**config.mk**
```make
export PLATFORM = sky130hd
export DESIGN_NAME = mem_slave_flat
export DESIGN_NICKNAME = d
export VERILOG_FILES = /design/src/rtl/mem_slave_if.sv /design/src/rtl/mem_slave.sv /design/src/flat_wrapper.sv
export SDC_FILE = /design/constraint.sdc
export NUM_CORES = 1
export LEC_CHECK = 0
export ABC_AREA = 1
export CORE_MARGIN = 1.5
export CORE_UTILIZATION = 70
export CTS_BUF_LIST = sky130_fd_sc_hd__clkbuf_8
export DETAILED_ROUTE_END_ITERATION = 12
export DONT_BUFFER_PORTS = 1
export GPL_TIMING_DRIVEN = 0
export PLACE_DENSITY = 0.84
export SLEW_MARGIN = 20
export SYNTH_ARGS = -nofsm -noshare
export SYNTH_HDL_FRONTEND = slang
export SYNTH_SLANG_ARGS = --single-unit
```
**constraint.sdc**
```tcl
create_clock -name clk -period 18.1 [get_ports clk]
set_clock_uncertainty 0.05 [all_clocks]
set_input_delay 0.905 -clock clk [delete_from_list [all_inputs] [get_ports clk]]
set_output_delay 0.905 -clock clk [all_outputs]
set_load 0.02 [all_outputs]
```
**src/rtl/mem_slave_if.sv**
```systemverilog
// Request/response bus between the master driver and the memory slave.
interface mem_slave_if #(
    parameter int WIDTH      = 16,
    parameter int ADDR_WIDTH = 4
);
    logic                  wr_rd;
    logic                  valid;
    logic [ADDR_WIDTH-1:0] addr;
    logic [WIDTH-1:0]      wdata;
    logic                  ready;
    logic [WIDTH-1:0]      rdata;

    modport master (
        output wr_rd, valid, addr, wdata,
        input  ready, rdata
    );

    modport slave (
        input  wr_rd, valid, addr, wdata,
        output ready, rdata
    );
endinterface

```
**src/rtl/mem_slave.sv**
```systemverilog
// Single-port memory slave: zero-wait-state writes, reads stalled via ready
// for RD_LATENCY cycles to model array access time.
module mem_slave #(
    parameter int WIDTH      = 16,
    parameter int ADDR_WIDTH = 4,
    parameter int RD_LATENCY = 2
) (
    input  logic        clk,
    input  logic        rst,
    mem_slave_if.slave  bus
);
    localparam int         DEPTH  = 2 ** ADDR_WIDTH;
    localparam logic [3:0] CNT_LD = 4'(RD_LATENCY - 1);

    if (RD_LATENCY < 1 || RD_LATENCY > 15) begin : g_bad_latency
        $fatal(1, "mem_slave: RD_LATENCY must be in 1..15");
    end

    typedef enum logic [1:0] {
        RESET_WAIT,
        IDLE,
        RD_WAIT
    } state_t;

    state_t                r_state;
    state_t                w_next;
    logic                  r_ready;
    logic                  w_ready_nxt;
    logic                  w_rd_done;
    logic [WIDTH-1:0]      r_rdata;
    logic [3:0]            r_cnt;
    logic [ADDR_WIDTH-1:0] r_addr;
    logic [WIDTH-1:0]      r_mem [DEPTH];

    logic w_accept;
    logic w_wr_acc;
    logic w_rd_acc;

    assign w_accept = bus.valid && r_ready && (r_state == IDLE);
    assign w_wr_acc = w_accept && bus.wr_rd;
    assign w_rd_acc = w_accept && !bus.wr_rd;

    assign bus.ready = r_ready;
    assign bus.rdata = r_rdata;

    // State register
    always_ff @(posedge clk or posedge rst) begin
        if (rst) begin
            r_state <= RESET_WAIT;
        end else begin
            r_state <= w_next;
        end
    end

    // Next-state decode, registered-ready next value, read completion strobe
    always_comb begin
        w_next      = r_state;
        w_ready_nxt = r_ready;
        w_rd_done   = 1'b0;
        case (r_state)
            RESET_WAIT: begin
                w_next      = IDLE;
                w_ready_nxt = 1'b1;
            end
            IDLE: begin
                w_ready_nxt = 1'b1;
                if (w_rd_acc) begin
                    w_next      = RD_WAIT;
                    w_ready_nxt = 1'b0;
                end
            end
            RD_WAIT: begin
                w_ready_nxt = 1'b0;
                if (r_cnt == 4'd0) begin
                    w_next      = IDLE;
                    w_ready_nxt = 1'b1;
                    w_rd_done   = 1'b1;
                end
            end
            default: begin
                w_next      = RESET_WAIT;
                w_ready_nxt = 1'b0;
            end
        endcase
    end

    // Registered ready output
    always_ff @(posedge clk or posedge rst) begin
        if (rst) begin
            r_ready <= 1'b0;
        end else begin
            r_ready <= w_ready_nxt;
        end
    end

    // Latency counter and latched read address
    always_ff @(posedge clk or posedge rst) begin
        if (rst) begin
            r_cnt  <= '0;
            r_addr <= '0;
        end else if (w_rd_acc) begin
            r_cnt  <= CNT_LD;
            r_addr <= bus.addr;
        end else if (r_state == RD_WAIT && r_cnt != 4'd0) begin
            r_cnt <= r_cnt - 4'd1;
        end
    end

    // Storage array: cleared on reset, written on accepted writes
    always_ff @(posedge clk or posedge rst) begin
        if (rst) begin
            for (int unsigned i = 0; i < DEPTH; i++) begin
                r_mem[i] <= '0;
            end
        end else if (w_wr_acc) begin
            r_mem[bus.addr] <= bus.wdata;
        end
    end

    // Read data register: only updated at read completion
    always_ff @(posedge clk or posedge rst) begin
        if (rst) begin
            r_rdata <= '0;
        end else if (w_rd_done) begin
            r_rdata <= r_mem[r_addr];
        end
    end
endmodule

```
**src/flat_wrapper.sv**
```systemverilog
// flat-port wrapper written by rule: the top's interface ports become plain ports
module mem_slave_flat 
#(
    parameter int WIDTH      = 16,
    parameter int ADDR_WIDTH = 4,
    parameter int RD_LATENCY = 2
)
  (clk, rst, bus_wr_rd, bus_valid, bus_addr, bus_wdata, bus_ready, bus_rdata);
  mem_slave_if #(.WIDTH(WIDTH), .ADDR_WIDTH(ADDR_WIDTH)) bus_i ();
  input  logic clk;
  input  logic rst;
  input wire logic [$bits(bus_i.wr_rd)-1:0] bus_wr_rd;
  input wire logic [$bits(bus_i.valid)-1:0] bus_valid;
  input wire logic [$bits(bus_i.addr)-1:0] bus_addr;
  input wire logic [$bits(bus_i.wdata)-1:0] bus_wdata;
  output wire logic [$bits(bus_i.ready)-1:0] bus_ready;
  output wire logic [$bits(bus_i.rdata)-1:0] bus_rdata;
  assign bus_i.wr_rd = bus_wr_rd;
  assign bus_i.valid = bus_valid;
  assign bus_i.addr = bus_addr;
  assign bus_i.wdata = bus_wdata;
  assign bus_ready = bus_i.ready;
  assign bus_rdata = bus_i.rdata;
  mem_slave #(.WIDTH(WIDTH), .ADDR_WIDTH(ADDR_WIDTH), .RD_LATENCY(RD_LATENCY)) u_core (.clk(clk), .rst(rst), .bus(bus_i));
endmodule
```
==> results.json, run 1 <==
{
  "dp_hpwl_mm": 29.29,
  "maxSlewHeadroom_pct": 24.43,
  "numCtsBuffers": 46,
  "hold_violations": 0,
  "drt-pass1-iter-count": 6,
  "syn2layout_area_growth_pct": 9.139,
  "fp.dieH_um": 143.6,
  "overflow": 0,
  "cts_root_buffer": "clkbuf_8",
  "dr_total_vias": 12450,
  "die_area_um2": 20610,
  "max_freq_ghz": 0.4146,
  "core_area_um2": 19400,
  "power.switching_uw": 975.9,
  "max_cap_viol_count": 0,
  "grt_pass1_vias": 11800,
  "cts_resized": 0,
  "worst-path-stages": 8,
  "power.leakage_uw": 0.007748,
  "die_w_um": 143.6,
  "ys_seq_elements": 283,
  "vdd_drop_max_mv": 0.09703,
  "synth_seq_area_share_pct": 51.21,
  "power.density_nw_per_um2": 155.6,
  "synthCells": 1789,
  "switching_share_pct": 41.55,
  "synth.distinct_cells": 23,
  "finalInstanceArea_um2": 15090,
  "slew_viol_final": 0,
  "drive_gt1_share_pct": 9.684,
  "period_minus_slack_ns": 2.412,
  "clk_path_buf_depth": 3,
  "clkSinkCount": 283,
  "fin_tns_setup_ns": 0,
  "io_buffers": 0,
  "worst-path-buf-inv": 3,
  "power_frac_seq_pct": 40.4,
  "ff2ff_path_depth": 8,
  "power_frac_clock_pct": 22.8,
  "rsz0062_at_grt": "false",
  "cp_data_required_time_ns": 18.50,
  "final-setup-viol-count": 0,
  "synth_fp_nets": 1815,
  "cts_tree": "done",
  "min_path_type": "in -> async",
  "status": "completed",
  "crit_fanout": 10,
  "wl_per_cell_um": 19.75,
  "arrival_ns": 2.81,
  "crit_type": "reg -> reg",
  "final_cells": 2134,
  "dp.cells": 2056,
  "yosys_warnings": 0,
  "cts_setup_buffers": 0,
  "gp_congestion": 1.076,
  "grt_max_degree": 98,
  "track_usage_pct": 42.21,
  "syn_area_per_cell_um2": 7.730,
  "clock_latency_ns": 0.59,
  "netlist_area_um2": 13830,
  "internal-power_uw": 1373,
  "first_iter_violations": 1426,
  "antenna_found_initial": 1,
  "period_share_pct": 13.32,
  "r2r_setup_slack_ns": 15.69,
  "worstMarginPinSlew_ns": 1.134,
  "crit_family": "simple AND/OR/NAND/NOR gates",
  "timing.rr.start": "u_core.r_cnt[0]",
  "final_core_util_pct": 77.80,
  "drt_wl_total_mm": 42.14,
  "path_clk_slew_ns": 0.07,
  "final_nets": 1865,
  "ant_nets": 0,
  "fp-row-count": 51,
  "grt_pass1_wl_mm": 64.50,
  "antenna_cells": 0,
  "cp-end-kind": "register",
  "placed_area_um2": 14220,
  "crit_path_start_kind": "register",
  "crit_slowest_cell": "nor3_2",
  "initial_utilization_pct": 71.28,
  "hold_buffers": 0,
  "worstPathCellList": "inv_1 -> ha_1 -> nand3_1 -> nor3_2 -> inv_1 -> buf_2 -> nand2_1 -> nand2_1",
  "via_per_inst": 5.835,
  "critPathMaxStageDelay_ns": 0.61,
  "pin_count": 41,
  "pwr-share-comb_pct": 36.8,
  "drc": 0,
  "r2r-end": "u_core.bus.rdata[3]",
  "htree_levels": 2
}
## power by group through the flow
stage / combinational (uW) / sequential (uW) / clock, uW
2_1_floorplan: 591 / 925 / 0
3_3_place_gp: 806 / 944 / 0
3_5_place_dp: 833 / 950 / 0
4_1_cts: 842 / 943 / 535
5_1_grt: 956 / 966 / 562
6_report: 864 / 948 / 536
## cell usage in the layout, fill, tap and decap left out, drive strengths merged
cell type | netlist | final
ha | 2 | 2
nor2 | 19 | 19
clkinvlp | 0 | 2
nor3 | 2 | 2
dfrtp | 283 | 283
clkinv | 0 | 3
buf | 84 | 86
o22ai | 1 | 1
a21oi | 1 | 1
nand3 | 197 | 197
nand4 | 1 | 1
nand2 | 674 | 674
inv | 226 | 243
o21ai | 264 | 264
clkbuf | 35 | 91
## Yosys cell counts, drive strengths merged
cell / n / area (um2)
clkbuf: 35 / 131.4
ha: 2 / 25.02
nand2: 674 / 2605
nor2: 19 / 86.33
nor3: 2 / 15.01
o22ai: 1 / 6.260
a21oi: 1 / 5.000
inv: 226 / 848.3
nand3: 197 / 991.0
dfrtp: 283 / 7082
nand4: 1 / 6.260
o21ai: 264 / 1415
buf: 84 / 611.8
## worst max-delay path by stage
stage / start / end
after CTS: u_core.r_cnt[0] / u_core.bus.rdata[3]
final: u_core.r_cnt[0] / u_core.bus.rdata[3]
after detailed placement: bus_wdata[5] / u_core.r_mem[5]
after global routing: u_core.r_cnt[0] / u_core.bus.rdata[3]
after floorplan: rst / u_core.bus.rdata[0]
after global placement: rst / u_core.r_mem[118]
## registers in the layout (all words and copies together), names as in the netlist
register / count
u_core.r_mem: 256
u_core.bus.ready: 1
u_core.r_state: 2
u_core.bus.rdata: 16
u_core.r_cnt: 4
u_core.r_addr: 4
## final cells by class
cell class,count,area [um2]
repair buffers,2,55.05
inverters,226,855.8
clock buffers,56,770.7
fillers,1451,4307
multi-input cells,1161,5155
well taps,265,331.6
flip-flops and latches,283,7082
plain buffers,119,743.2
clock inverters,22,98.84
## per-stage QoR
| step | setup slack [ns] | hold WS [ns] | total power [uW] |
|---|---|---|---|
| after global placement | 6.576 | 0.4158 | 1750 |
| after CTS | 15.68 | 0.2597 | 2320 |
| after detailed placement | 15.67 | 0.4180 | 1782 |
| final | 15.69 | 0.2430 | 2349 |
| after global routing | 15.60 | 0.3012 | 2485 |
| after floorplan | 9.338 | 0.4029 | 1516 |
## per-layer routing
layer / up-vias / part of all wire (%) / track usage (%)
met2: 669 / 44 / 64.07
met1: 5951 / 39 / 55.57
met4: 0 / 6.3 / 25.08
met3: 169 / 10 / 9.930
li1: 5662 / - / -
met5: - / 0 / 0
## cells by family (layout without fill, tap and decap cells)
family / after synthesis / after routing / synth area share (%)
compound gates: 266 / 266 / 10.31
flops: 283 / 283 / 51.21
simple gates: 893 / 893 / 26.78
fa+ha+maj: 2 / 2 / 0.1809
buf+inv: 345 / 425 / 11.51
Note: power is estimated with default switching activity, not from simulation.
==> inputs of run 2 (changes only) <==
--- a/config.mk
+++ b/config.mk
@@ -7,12 +7,12 @@
 export LEC_CHECK = 0
 export ABC_AREA = 1
 export CORE_MARGIN = 1.5
-export CORE_UTILIZATION = 70
+export CORE_UTILIZATION = 60
 export CTS_BUF_LIST = sky130_fd_sc_hd__clkbuf_8
 export DETAILED_ROUTE_END_ITERATION = 12
 export DONT_BUFFER_PORTS = 1
 export GPL_TIMING_DRIVEN = 0
-export PLACE_DENSITY = 0.84
+export PLACE_DENSITY = 0.77
 export SLEW_MARGIN = 20
 export SYNTH_ARGS = -nofsm -noshare
 export SYNTH_HDL_FRONTEND = slang
==> constraint.sdc (replaced) <==
create_clock -name clk -period 2 [get_ports clk]
set_clock_uncertainty 0.05 [all_clocks]
set_input_delay 0.1 -clock clk [delete_from_list [all_inputs] [get_ports clk]]
set_output_delay 0.1 -clock clk [all_outputs]
set_load 0.02 [all_outputs]
==> results.json, run 2 (synthesis results as in run 1) <==
{
  "status": "completed",
  "period_minus_slack_ns": 1.973,
  "overflow": 0,
  "crit_type": "reg -> reg",
  "syn2layout_area_growth_pct": 13.87,
  "holdWs_ns": 0.03889,
  "grt_pass1_wl_mm": 64.81,
  "critPathMaxStageDelay_ns": 0.41,
  "track_usage_pct": 36.04,
  "worstPathCellList": "inv_1 -> clkbuf_4 -> clkbuf_4 -> nand2_1 -> nand3_1 -> nand3_1 -> nand3_1 -> nand2_1 -> nand2_1 -> nand2_1",
  "cp-end-kind": "register",
  "vdd_drop_max_mv": 0.6605,
  "core_area_um2": 22640,
  "first_iter_violations": 1477,
  "largest-register": "u_core.r_mem",
  "pin_count": 41,
  "clkSinkCount": 283,
  "dr_total_vias": 12370,
  "largest_reg_flops": 256,
  "register_area_um2": 7082,
  "max_cap_viol_count": 0,
  "arrival_ns": 2.38,
  "cts_tree": "done",
  "cp_data_required_time_ns": 2.41,
  "worstMarginPinSlew_ns": 1.169,
  "ant_nets": 0,
  "grt_pass1_vias": 11560,
  "fillers": 1862,
  "drc": 0,
  "crit_fanout": 10,
  "final_core_util_pct": 69.55,
  "period_share_pct": 98.66,
  "final-setup-viol-count": 0,
  "cts_root_buffer": "clkbuf_8",
  "crit_path_start_kind": "register",
  "drive_gt1_share_pct": 10.87,
  "slew_viol_final": 0,
  "layout_common_cells": "nand2_1 (664), dfrtp_1 (283), inv_1 (240), nand3_1 (196), o21ai_1 (135)",
  "die_area_um2": 23970,
  "final_nets": 1902,
  "dp_hpwl_mm": 29.49,
  "hold_violations": 0,
  "final_common_cell": "nand2_1",
  "path_clk_slew_ns": 0.06,
  "clk_path_buf_depth": 3,
  "grt_max_degree": 34,
  "htree_levels": 2,
  "min_path_type": "in -> async",
  "numCtsBuffers": 48,
  "power.density_nw_per_um2": 1391,
  "fp.dieH_um": 154.8,
  "die_w_um": 154.8,
  "initial_utilization_pct": 61.08,
  "crit_top_cell": "nand2_1",
  "multi_input_area_um2": 5161,
  "wl_per_cell_um": 19.12,
  "via_per_inst": 5.621,
  "fp-row-count": 55,
  "gp_congestion": 0.9539,
  "clock_latency_ns": 0.58,
  "power.leakage_uw": 0.008056,
  "io_buffers": 0,
  "maxSlewHeadroom_pct": 22.08,
  "drt-pass1-iter-count": 6,
  "antenna_found_initial": 2,
  "crit_slowest_cell": "dfrtp_1",
  "drt_wl_total_mm": 42.09,
  "rsz0062_at_grt": "true",
  "max_freq_ghz": 0.5068
}
==> run 2: power breakdown <==
part / internal [uW] / switching [uW]
Clock: 3050 / 2400
Combinational: 2610 / 5260
Sequential: 7430 / 1140
==> run 2: repair_timing <==
| item | 4_1_cts | 5_1_grt |
|---|---|---|
| hold buffers | 25 | 0 |
| buffers inserted | 2 | 0 |
| setup endpoints to repair | 16 | 16 |
| cloned | 0 | 0 |
| pin swaps | 1 | 1 |
| hold endpoints to repair | 334 | 0 |
| resized for setup | 2 | 23 |
==> run 2: cell type report <==
type | instances | area share (%)
Multi-Input combinational cell | 1161 | 32.78
Timing Repair Buffer | 37 | 3.051
Tap cell | 285 | 2.265
Buffer | 119 | 4.966
Antenna cell | 2 | 0.03178
Clock inverter | 22 | 0.7549
Clock buffer | 66 | 5.769
Sequential cell | 283 | 44.97
Inverter | 226 | 5.411
==> run 2: layer usage <==
| layer | vias to the layer above | GRT usage [%] | part of all wire [%] |
|---|---|---|---|
| met5 | - | 0 | 0 |
| met4 | 0 | 13.87 | 4.0 |
| met3 | 128 | 8.098 | 9.8 |
| met2 | 641 | 55.32 | 45 |
| met1 | 5845 | 50.26 | 42 |
| li1 | 5757 | - | - |
==> run 2: critical path: cells and delay by family (launching register included) <==
family / cells / cell delay, ns
simple gates: 7 / 0.78
buf+inv: 3 / 0.62
flops: 1 / 0.41
==> run 2: path summary, 6_finish.rpt <==
path | end | from | slack [ns] | cells after the start
hold reg to reg | u_core.r_mem[57] | u_core.r_mem[57] | 0.43 | 2
max in group asynchronous | u_core.r_mem[211] | rst | 0.91 | 3
setup reg to reg | u_core.bus.rdata[5] | u_core.r_addr[0] | 0.03 | 10
setup / recovery | u_core.bus.rdata[5] | u_core.r_addr[0] | 0.03 | 10
hold / removal | u_core.r_mem[196] | rst | 0.04 | 3
min in group clk | u_core.r_addr[0] | bus_addr[0] | 0.31 | 3
==> run 2: per-stage QoR <==
step | setup TNS, ns | area, um2 | setup WS (ns) | instances | power [uW]
2_1_floorplan | -537.50 | 13830 | -1.899 | 1789 | 13720
3_3_place_gp | -953.67 | 14190 | -3.391 | 2074 | 15860
3_5_place_dp | -2.305 | 14400 | -0.2308 | 2084 | 16140
4_1_cts | 0 | 15710 | 0.004112 | 2199 | 21650
5_1_grt | -0.06606 | 15740 | -0.03299 | 2199 | 23180
6_report | 0 | 15750 | 0.02680 | 2201 | 21900
==> inputs of run 3 (changes only) <==
--- a/config.mk
+++ b/config.mk
@@ -12,7 +12,7 @@
 export DETAILED_ROUTE_END_ITERATION = 12
 export DONT_BUFFER_PORTS = 1
 export GPL_TIMING_DRIVEN = 0
-export PLACE_DENSITY = 0.77
+export PLACE_DENSITY = 0.79
 export SLEW_MARGIN = 20
 export SYNTH_ARGS = -nofsm -noshare
 export SYNTH_HDL_FRONTEND = slang
==> results.json, run 3 (synthesis results as in run 1) <==
{
  "slew_viol_final": 0,
  "clk_path_buf_depth": 3,
  "crit_type": "reg -> reg",
  "power.density_nw_per_um2": 1383,
  "grt_max_degree": 36,
  "overflow": 0,
  "status": "completed",
  "worstMarginPinSlew_ns": 1.100,
  "max_cap_viol_count": 0,
  "dp_hpwl_mm": 29.42,
  "ff2ff_path_depth": 10,
  "maxSlewHeadroom_pct": 26.69,
  "cts_root_buffer": "clkbuf_8",
  "first_iter_violations": 1328,
  "layout_setup_ws_ns": 0.05821,
  "final_core_util_pct": 69.18,
  "power.switching_uw": 8732,
  "clock_latency_ns": 0.56,
  "grt_pass1_vias": 12110,
  "switching_share_pct": 40.30,
  "fp.dieH_um": 154.8,
  "io_buffers": 0,
  "critPathMaxStageDelay_ns": 0.40,
  "hold_violations": 0,
  "power.leakage_uw": 0.008029,
  "grt_pass1_wl_mm": 65.44,
  "crit_fanout": 10,
  "worstPathCellList": "inv_1 -> clkbuf_4 -> buf_4 -> nand2_1 -> nand3_1 -> nand3_1 -> nand3_1 -> nand2_1 -> nand2_1 -> nand2_1",
  "die_w_um": 154.8,
  "pin_count": 41,
  "wl_per_cell_um": 18.96,
  "layout_common_cells": "nand2_1 (664), dfrtp_1 (283), inv_1 (242), nand3_1 (195), o21ai_1 (135)",
  "largest-register": "u_core.r_mem",
  "antenna_cells": 0,
  "r2r-end": "u_core.bus.rdata[7]",
  "dr_total_vias": 12440,
  "syn2layout_area_growth_pct": 13.27,
  "register_area_um2": 7082,
  "period_share_pct": 97.09,
  "gp_congestion": 1.039,
  "r2r_setup_slack_ns": 0.06,
  "finalInstanceArea_um2": 15660,
  "dp_slack_ns": -0.2480,
  "final-setup-viol-count": 0,
  "final_common_cell": "nand2_1",
  "crit_slowest_cell": "dfrtp_1",
  "placed_area_um2": 14370,
  "via_per_inst": 5.669,
  "cts_tree": "done",
  "power_frac_clock_pct": 24.2,
  "p_total_uw": 21670,
  "drt-pass1-iter-count": 6,
  "drive_gt1_share_pct": 10.63,
  "arrival_ns": 2.33,
  "power_frac_seq_pct": 39.7,
  "htree_levels": 2,
  "track_usage_pct": 35.90,
  "crit_top_cell": "nand2_1",
  "crit_family": "simple AND/OR/NAND/NOR gates",
  "min_path_type": "in -> async",
  "path_clk_slew_ns": 0.07,
  "worst-path-buf-inv": 3,
  "clkSinkCount": 283,
  "max_freq_ghz": 0.5150,
  "cp-end-kind": "register",
  "core_area_um2": 22640,
  "period_minus_slack_ns": 1.942,
  "multi_input_area_um2": 5166,
  "drc": 0,
  "drt_wl_total_mm": 41.60,
  "timing.rr.start": "u_core.r_addr[0]",
  "numCtsBuffers": 47,
  "fp-row-count": 55,
  "ant_nets": 0,
  "largest_reg_flops": 256,
  "crit_path_start_kind": "register",
  "fillers": 1850,
  "initial_utilization_pct": 61.08,
  "die_area_um2": 23970,
  "antenna_found_initial": 0,
  "vdd_drop_max_mv": 0.7824,
  "final_nets": 1899,
  "internal-power_uw": 12940,
  "fin_tns_setup_ns": 0,
  "pwr-share-comb_pct": 36.2,
  "cp_data_required_time_ns": 2.39
}
-- run 3: worst max-delay path by stage --
stage	cells after the start	from	to
global route	10	u_core.r_addr[0]	u_core.bus.rdata[10]
global placement	1	rst	u_core.r_mem[101]
detailed placement	8	u_core.r_cnt[0]	u_core.bus.rdata[7]
finish	10	u_core.r_addr[0]	u_core.bus.rdata[7]
CTS	8	u_core.r_addr[2]	u_core.bus.rdata[7]
floorplan	1	rst	u_core.bus.rdata[0]
-- run 3: metrics by stage --
| step | std cells | hold WS (ns) |
|---|---|---|
| final | 2194 | 0.07837 |
| after global routing | 2194 | 0.07428 |
| after CTS | 2194 | 0.07161 |
| after detailed placement | 2083 | -0.1186 |
| after global placement | 2074 | 0.2451 |
| after floorplan | 1789 | 0.2349 |
-- run 3: layer usage --
layer | vias up | part of all wire (%) | GRT usage (%)
met5 | - | 0 | 0
met3 | 127 | 8.4 | 5.660
met4 | 0 | 4.4 | 16.62
li1 | 5743 | - | -
met2 | 606 | 46 | 57.40
met1 | 5962 | 41 | 48.55
-- run 3: area by class of cell --
cell class	count	area share, %
buffer	119	4.960
clock buffer	66	5.799
clock inverter	19	0.4553
inverter	226	5.440
multi-input combinational	1161	32.98
sequential	283	45.21
tap	285	2.277
timing repair buffer	35	2.876
-- run 3: timing repair --
item                                    CTS  global route
hold buffers                             25             0
setup buffers                             1             0
gates resized for setup                   2            25
endpoints found under the hold margin   279             0
endpoints found under the setup margin   16            13
pin swaps                                 1             0
-- run 3: tightest hold or removal path: stages --
cell and delay [ns]:
dlygate4sd3_1 0.57, clkinvlp_4 0.14, buf_12 0.23
-- run 3: power groups by stage --
stage                     Sequential [uW]  Clock (uW)  Combinational, uW
final                                8590        5230               7840
after floorplan                      8370           0               5350
after global routing                 8760        5490               8750
after detailed placement             8610           0               7520
after global placement               8560           0               7300
after CTS                            8550        5250               7640
